`src/rtl/uart_pkg.sv`:
```
// Shared UART definitions: parity modes, transmitter states and the baud divider helper.
// Also intended for the matching RX block.
package uart_pkg;

  typedef enum logic [1:0] {
    PAR_NONE = 2'd0,
    PAR_ODD  = 2'd1,
    PAR_EVEN = 2'd2
  } parity_e;

  typedef enum logic [2:0] {
    S_IDLE,
    S_START,
    S_DATA,
    S_PARITY,
    S_STOP
  } tx_state_e;

  function automatic int div_calc(input int clk_hz, input int baud);
    return clk_hz / baud;
  endfunction

endpackage

```
`src/rtl/uart_tx_cfg_if.sv`:
```
// Valid/ready byte stream feeding the UART transmitter.
interface uart_tx_cfg_if #(
  parameter int DATA_BITS = 8
) ();
  logic [DATA_BITS-1:0] s_data;
  logic                 s_valid;
  logic                 s_ready;

  modport master (output s_data, output s_valid, input s_ready);
  modport slave  (input s_data, input s_valid, output s_ready);
endinterface

```
`src/rtl/uart_baud_gen.sv`:
```
// Bit-period counter: counts 0..DIV-1 and flags the last clock of each bit.
module uart_baud_gen #(
  parameter int DIV = 10
) (
  input  logic clk,
  input  logic rst_n,
  input  logic clr,
  output logic bit_end
);
  localparam int CW = (DIV > 1) ? $clog2(DIV) : 1;
  localparam logic [CW-1:0] LAST = CW'(DIV - 1);

  logic [CW-1:0] cnt_q;

  assign bit_end = (cnt_q == LAST);

  always_ff @(posedge clk or negedge rst_n) begin
    if (!rst_n)
      cnt_q <= '0;
    else if (clr || bit_end)
      cnt_q <= '0;
    else
      cnt_q <= cnt_q + 1'b1;
  end
endmodule

```
`src/rtl/uart_tx_cfg.sv`:
```
// Parametrised UART transmitter with a one-deep holding register; consecutive frames
// leave no idle clock between the last stop bit and the next start bit.
module uart_tx_cfg
  import uart_pkg::*;
#(
  parameter int CLK_HZ    = 125_000_000,
  parameter int BAUD      = 9600,
  parameter int DATA_BITS = 8,
  parameter int PARITY    = 0,
  parameter int STOP_BITS = 1
) (
  input  logic         clk,
  input  logic         rst_n,
  uart_tx_cfg_if.slave s,
  output logic         tx,
  output logic         busy,
  output logic         done
);
  // state    | meaning
  // S_IDLE   | line high, waiting for the holding register to fill
  // S_START  | start bit (low)
  // S_DATA   | payload bits, LSB first
  // S_PARITY | parity bit (skipped when PARITY is none)
  // S_STOP   | stop bit(s), high; the last one may chain into S_START

  localparam int DIV = div_calc(CLK_HZ, BAUD);
  localparam int BCW = $clog2(DATA_BITS + 1);
  localparam logic [BCW-1:0] LAST_DATA = BCW'(DATA_BITS - 1);
  localparam logic [BCW-1:0] LAST_STOP = BCW'(STOP_BITS - 1);
  localparam parity_e PAR_MODE = parity_e'(PARITY[1:0]);

  tx_state_e            state_q, state_d;
  logic [DATA_BITS-1:0] hold_q;
  logic                 hold_full;
  logic [DATA_BITS-1:0] shift_q, shift_d;
  logic                 par_q, par_d;
  logic [BCW-1:0]       bit_cnt_q, bit_cnt_d;
  logic                 tx_d, done_d;
  logic                 load, accept, bit_end, baud_clr;

  assign accept    = s.s_valid && !hold_full;
  assign s.s_ready = !hold_full;
  assign busy      = (state_q != S_IDLE);
  assign baud_clr  = (state_q == S_IDLE);

  uart_baud_gen #(.DIV(DIV)) u_baud (
    .clk     (clk),
    .rst_n   (rst_n),
    .clr     (baud_clr),
    .bit_end (bit_end)
  );

  always_ff @(posedge clk or negedge rst_n) begin
    if (!rst_n) begin
      hold_q    <= '0;
      hold_full <= 1'b0;
    end else if (accept) begin
      hold_q    <= s.s_data;
      hold_full <= 1'b1;
    end else if (load) begin
      hold_full <= 1'b0;
    end
  end

  always_comb begin
    state_d   = state_q;
    shift_d   = shift_q;
    par_d     = par_q;
    bit_cnt_d = bit_cnt_q;
    load      = 1'b0;
    done_d    = 1'b0;
    tx_d      = 1'b1;
    case (state_q)
      S_IDLE: begin
        tx_d = 1'b1;
        if (hold_full) load = 1'b1;
      end
      S_START: begin
        tx_d = 1'b0;
        if (bit_end) begin
          state_d   = S_DATA;
          bit_cnt_d = '0;
        end
      end
      S_DATA: begin
        tx_d = shift_q[0];
        if (bit_end) begin
          shift_d = shift_q >> 1;
          if (bit_cnt_q == LAST_DATA) begin
            bit_cnt_d = '0;
            state_d   = (PAR_MODE != PAR_NONE) ? S_PARITY : S_STOP;
          end else begin
            bit_cnt_d = bit_cnt_q + 1'b1;
          end
        end
      end
      S_PARITY: begin
        tx_d = par_q;
        if (bit_end) begin
          state_d   = S_STOP;
          bit_cnt_d = '0;
        end
      end
      S_STOP: begin
        tx_d = 1'b1;
        if (bit_end) begin
          if (bit_cnt_q == LAST_STOP) begin
            done_d = 1'b1;
            if (hold_full) load = 1'b1;
            else           state_d = S_IDLE;
          end else begin
            bit_cnt_d = bit_cnt_q + 1'b1;
          end
        end
      end
      default: state_d = S_IDLE;
    endcase
    // parity is fixed at load time from the whole word, before any shifting
    if (load) begin
      state_d   = S_START;
      shift_d   = hold_q;
      par_d     = (PAR_MODE == PAR_ODD) ? ~^hold_q : ^hold_q;
      bit_cnt_d = '0;
    end
  end

  // tx and done are registered from the current state, so both trail the FSM by one clock
  always_ff @(posedge clk or negedge rst_n) begin
    if (!rst_n) begin
      state_q   <= S_IDLE;
      shift_q   <= '0;
      par_q     <= 1'b0;
      bit_cnt_q <= '0;
      tx        <= 1'b1;
      done      <= 1'b0;
    end else begin
      state_q   <= state_d;
      shift_q   <= shift_d;
      par_q     <= par_d;
      bit_cnt_q <= bit_cnt_d;
      tx        <= tx_d;
      done      <= done_d;
    end
  end
endmodule

```
`src/flat_wrapper.sv`:
```
// flat-port wrapper written by rule: the top's interface ports become plain ports
module uart_tx_cfg_flat import uart_pkg::*;
#(
  parameter int CLK_HZ    = 125_000_000,
  parameter int BAUD      = 9600,
  parameter int DATA_BITS = 8,
  parameter int PARITY    = 0,
  parameter int STOP_BITS = 1
)
  (clk, rst_n, tx, busy, done, s_s_data, s_s_valid, s_s_ready);
  uart_tx_cfg_if #(.DATA_BITS(DATA_BITS)) s_i ();
  input  logic clk;
  input  logic rst_n;
  output logic tx;
  output logic busy;
  output logic done;
  input wire logic [$bits(s_i.s_data)-1:0] s_s_data;
  input wire logic [$bits(s_i.s_valid)-1:0] s_s_valid;
  output wire logic [$bits(s_i.s_ready)-1:0] s_s_ready;
  assign s_i.s_data = s_s_data;
  assign s_i.s_valid = s_s_valid;
  assign s_s_ready = s_i.s_ready;
  uart_tx_cfg #(.CLK_HZ(CLK_HZ), .BAUD(BAUD), .DATA_BITS(DATA_BITS), .PARITY(PARITY), .STOP_BITS(STOP_BITS)) u_core (.clk(clk), .rst_n(rst_n), .s(s_i), .tx(tx), .busy(busy), .done(done));
endmodule
```
`config.mk`:
```
export PLATFORM = sky130hd
export DESIGN_NAME = uart_tx_cfg_flat
export DESIGN_NICKNAME = d
export VERILOG_FILES = /design/src/rtl/uart_pkg.sv /design/src/rtl/uart_tx_cfg_if.sv /design/src/rtl/uart_baud_gen.sv /design/src/rtl/uart_tx_cfg.sv /design/src/flat_wrapper.sv
export SDC_FILE = /design/constraint.sdc
export NUM_CORES = 1
export LEC_CHECK = 0
export BUFFER_PORTS_ARGS = -buffer_cell sky130_fd_sc_hd__buf_4
export CAP_MARGIN = 5
export CORE_MARGIN = 1
export CORE_UTILIZATION = 50
export DETAILED_ROUTE_END_ITERATION = 6
export PLACE_DENSITY = 0.68
export SETUP_SLACK_MARGIN = 0.4
export SLEW_MARGIN = 0
export SYNTH_ARGS = -nofsm -noshare
export SYNTH_HDL_FRONTEND = slang
export SYNTH_SLANG_ARGS = --single-unit
```
`constraint.sdc`:
```
create_clock -name clk -period 3.05 [get_ports clk]
set_clock_uncertainty 0.1 [all_clocks]
set_input_delay 0.1525 -clock clk [delete_from_list [all_inputs] [get_ports clk]]
set_output_delay 0.1525 -clock clk [all_outputs]
set_load 0.02 [all_outputs]
```
==> results by group <==
Run status
  – Run status: finished clean

Setup path
  – Critical path data arrival time: 2.58 ns
  – Largest stage delay on the critical path: 0.60 ns
  – Top cell family by delay on the critical path: simple AND/OR/NAND/NOR gates
  – Register-to-Register Setup Slack: 0.55 ns
  – Kind of end point of the critical path: flop
  – Worst-path fanout max: 9
  – Critical path, cell by cell: ha_1, nand3b_1, or4_4, or2_1, a21oi_4, mux2_1
  – RR Endpoint: u_core.par_q
  – Endpoint required time on the critical path: 3.13 ns
  – Path type of the worst setup path: reg -> reg
  – Count of buffer and inverter cells on the critical path: 0
  – Worst path depth: 6
  – Worst setup path endpoint: u_core.par_q
  – Source of the worst register-to-register timing path: u_core.u_baud.cnt_q[0]
  – Crit path launch: u_core.u_baud.cnt_q[0]
  – Critical-path top delay cell: sky130_fd_sc_hd__or4_4
  – Critical Path Source Type: flop
  – Worst Reg-to-Reg Cells: 6

CTS
  – Post-CTS Setup Bufs: 0
  – Max clock buf depth: 2
  – TritonCTS sink count: 41
  – Number of levels in the clock H-tree: 2
  – TritonCTS Buffers: 5
  – CTS tree: built
  – Cell chosen for the clock root: sky130_fd_sc_hd__clkbuf_8
  – Clock slew at the register clock pins of the worst setup and hold paths: 0.07 ns
  – Clk_lat worst skew: 0.30 ns

Routing
  – Max layer used: met4
  – Routed wire length on met2: 1.98 mm
  – Routed wl met3: 117 µm
  – Average wire per cell in the routed design: 14.2 µm
  – Residual DRC count: 0
  – Vias per inst: 5.46
  – Detailed-route wire length on metal 1: 1.67 mm
  – Total vias in the final route: 1484
  – Iteration-0 DRC count of the detailed router: 73
  – Drt total wl: 3.86 mm
  – Initial DRT Pass Iterations: 6
  – Post-DRT Antenna Nets: 0

Floorplanning
  – Core Region: 3800 µm²
  – Count of pins on the block boundary: 15
  – Vertical extent of the die: 66.2 µm
  – Initial standard-cell utilization of the core: 54.2%
  – Die ar.: 4380 µm²
  – Horizontal die dimension: 66.2 µm
  – Floorplan row count: 22

Timing
  – Headroom to the max-slew limit: 53.9%
  – Total setup violations reported at the end of the flow: 0
  – Unrepaired setup endpoints after global routing: no
  – Count of endpoints failing hold in the final timing report: 0
  – Tcrit/Tclk final: 81.9%
  – Final Critical Period: 2.50 ns
  – Max Transition Viols Final: 0
  – Max Clk Rate: 400 MHz
  – Transition time at the pin with the least slew margin: 0.690 ns
  – Setup TNS: 0 ns

Hold path
  – Type of the tightest min-delay check: in -> async

Place
  – DP Wirelength: 2.66 mm
  – Area post-placement: 2190 µm²
  – Number of port buffers: 14
  – Number of placed cells counting well taps: 254
  – Gp weighted congestion: 0.824

Flow run
  – Number of max-capacitance violations reported: 0

Final layout
  – Layout Area Growth over Synthesis: 16.8%
  – Non-filler cells in the finished layout: 272
  – Post-route cell area: 2410 µm²
  – Final antenna diode count: 0
  – Number of nets in the final layout: 237
  – Share of layout cells above drive strength 1: 17.9%

Synth
  – Area of the mapped netlist: 2060 µm²
  – Mean instance size in the synthesized netlist: 10.2 µm²
  – Portion of the post-synthesis area used by sequential elements: 49.8%
  – Post-Syn Nets: 216
  – Proportion of netlist area held by the largest area contributor: 48.6%
  – Library cell occupying the most area in the post-synthesis netlist: sky130_fd_sc_hd__dfrtp_1
  – Number of standard cells after synthesis: 202
  – Leading cell types by total area after synthesis: sky130_fd_sc_hd__dfrtp_1 49%, sky130_fd_sc_hd__xnor2_1 5.1%, sky130_fd_sc_hd__nor2_1 4.0%, sky130_fd_sc_hd__mux2_2 3.8%, sky130_fd_sc_hd__mux2i_1 3.4%
  – Unique cell type count in the Yosys netlist: 38
  – Synth Register Bits: 41
  – YS warnings: 0

GRT
  – Grt total ovfl: 0
  – Maximum number of pins on one net before global-route repair: 42
  – Wire length of the first global-routing pass: 6.77 mm
  – Vias in the first global route: 1479
  – Initial antenna violation count: 0
  – Global-route usage over all layers: 21.3%

Power
  – IR Drop Worst-Case VDD: 461 µV
  – Static leakage power: 0.00108 µW
  – PD cells: 703 nW/µm²
[through the flow]
step	power (µW)	hold slack, ns	utilization (%)	setup slack [ns]
2_1_floorplan	1190	-0.243	-	0.668
3_3_place_gp	1290	0.0532	57.5	0.536
3_5_place_dp	1310	0.0609	57.5	0.424
4_1_cts	1710	0.286	62.8	0.410
5_1_grt	1800	0.298	63.4	0.425
6_report	1690	0.259	63.4	0.553
[routing by layer]
metal,vias up,GRT usage (%)
met5,-,0
met1,708,25.4
li1,741,-
met2,28,35.8
met4,0,11.2
met3,7,4.66
[registers in the layout, indices dropped and copies added (netlist names), 3 cells and up]
register	count
u_core.hold_q	8
u_core.state_q	3
u_core.u_baud.cnt_q	14
u_core.bit_cnt_q	4
u_core.shift_q	8
[synth_stat cells, drive strengths merged]
cell type and n:
a21oi 5, a22o 2, and2 1, and3 3
and3b 1, buf 2, clkbuf 8, dfrtp 40
dfstp 1, ha 3, inv 6, mux2 8
mux2i 7, nand2 12, nand2b 2, nand3 12
nand3b 4, nand4 7, nand4bb 2, nor2 22
nor2b 1, nor3 2, nor3b 2, nor4 1
o21ai 12, o221ai 1, o2bb2ai 3, or2 3
or3 4, or3b 3, or4 2, xnor2 12
xor2 8
[where the power goes]
part           total (µW)  switching (µW)  internal (µW)
Clock                 383             179            204
Combinational         474             210            263
Sequential            835             136            699
[worst reg2reg max path: cells and delay by family (launching register included)]
kind | cells | cell delay (ns)
and+or+nand+nor | 3 | 1.05
adders and majority gates | 1 | 0.25
AOI/OAI and AO/OA | 1 | 0.27
DFF | 1 | 0.38
muxes | 1 | 0.34
[how the worst min path moves through the flow]
stage	startpoint	to	slack, ns	cells after the start
after floorplan	rst_n	u_core.bit_cnt_q[0]	-0.24	0
after global placement	rst_n	u_core.u_baud.cnt_q[7]	0.05	1
after detailed placement	rst_n	u_core.u_baud.cnt_q[9]	0.06	1
after CTS	rst_n	u_core.u_baud.cnt_q[9]	0.29	2
after global routing	rst_n	u_core.u_baud.cnt_q[11]	0.30	2
final	rst_n	u_core.u_baud.cnt_q[9]	0.26	2
[what timing repair did]
action / 4_1_cts / 5_1_grt
hold endpoints to repair: 49 / 0
setup endpoints to repair: 0 / 11
hold buffers: 10 / 0
gates resized for setup: 0 / 4
[kinds of logic after synthesis]
kind of cell | after synthesis | synth area share [%]
AO/OA/AOI/OAI | 23 | 6.86
XOR/XNOR | 20 | 8.50
adder cells (fa/ha/maj) | 3 | 1.82
buffers and inverters | 16 | 3.04
flip-flops | 41 | 49.8
multiplexers | 15 | 7.77
AND/OR/NAND/NOR | 84 | 22.2
[cell usage in the layout, fill, tap and decap left out, types with 3 or more instances in the layout]
| cell | n |
|---|---|
| sky130_fd_sc_hd__dfrtp_1 | 40 |
| sky130_fd_sc_hd__or3_1 | 3 |
| sky130_fd_sc_hd__a21oi_1 | 4 |
| sky130_fd_sc_hd__buf_4 | 14 |
| sky130_fd_sc_hd__nand4_1 | 7 |
| sky130_fd_sc_hd__xnor2_1 | 12 |
| sky130_fd_sc_hd__nand3_1 | 12 |
| sky130_fd_sc_hd__and3_1 | 3 |
| sky130_fd_sc_hd__nor2_1 | 22 |
| sky130_fd_sc_hd__xor2_1 | 8 |
| sky130_fd_sc_hd__o21ai_0 | 11 |
| sky130_fd_sc_hd__or3b_2 | 3 |
| sky130_fd_sc_hd__nand2_1 | 12 |
| sky130_fd_sc_hd__o2bb2ai_1 | 3 |
| sky130_fd_sc_hd__dlygate4sd3_1 | 10 |
| sky130_fd_sc_hd__ha_1 | 3 |
| sky130_fd_sc_hd__inv_1 | 6 |
| sky130_fd_sc_hd__mux2i_1 | 7 |
| sky130_fd_sc_hd__mux2_2 | 7 |
| sky130_fd_sc_hd__clkbuf_8 | 7 |
| sky130_fd_sc_hd__nand3b_1 | 4 |
[area by class of cell]
cell class / instances / area [µm²]
Tap cell: 48 / 60.1
Fill cell: 290 / 1390
Clock buffer: 7 / 96.3
Sequential cell: 41 / 1030
Multi-Input combinational cell: 145 / 991
Inverter: 6 / 22.5
Timing Repair Buffer: 24 / 205
Clock inverter: 1 / 5.00
No activity file was read; power rests on OpenSTA's default activity.
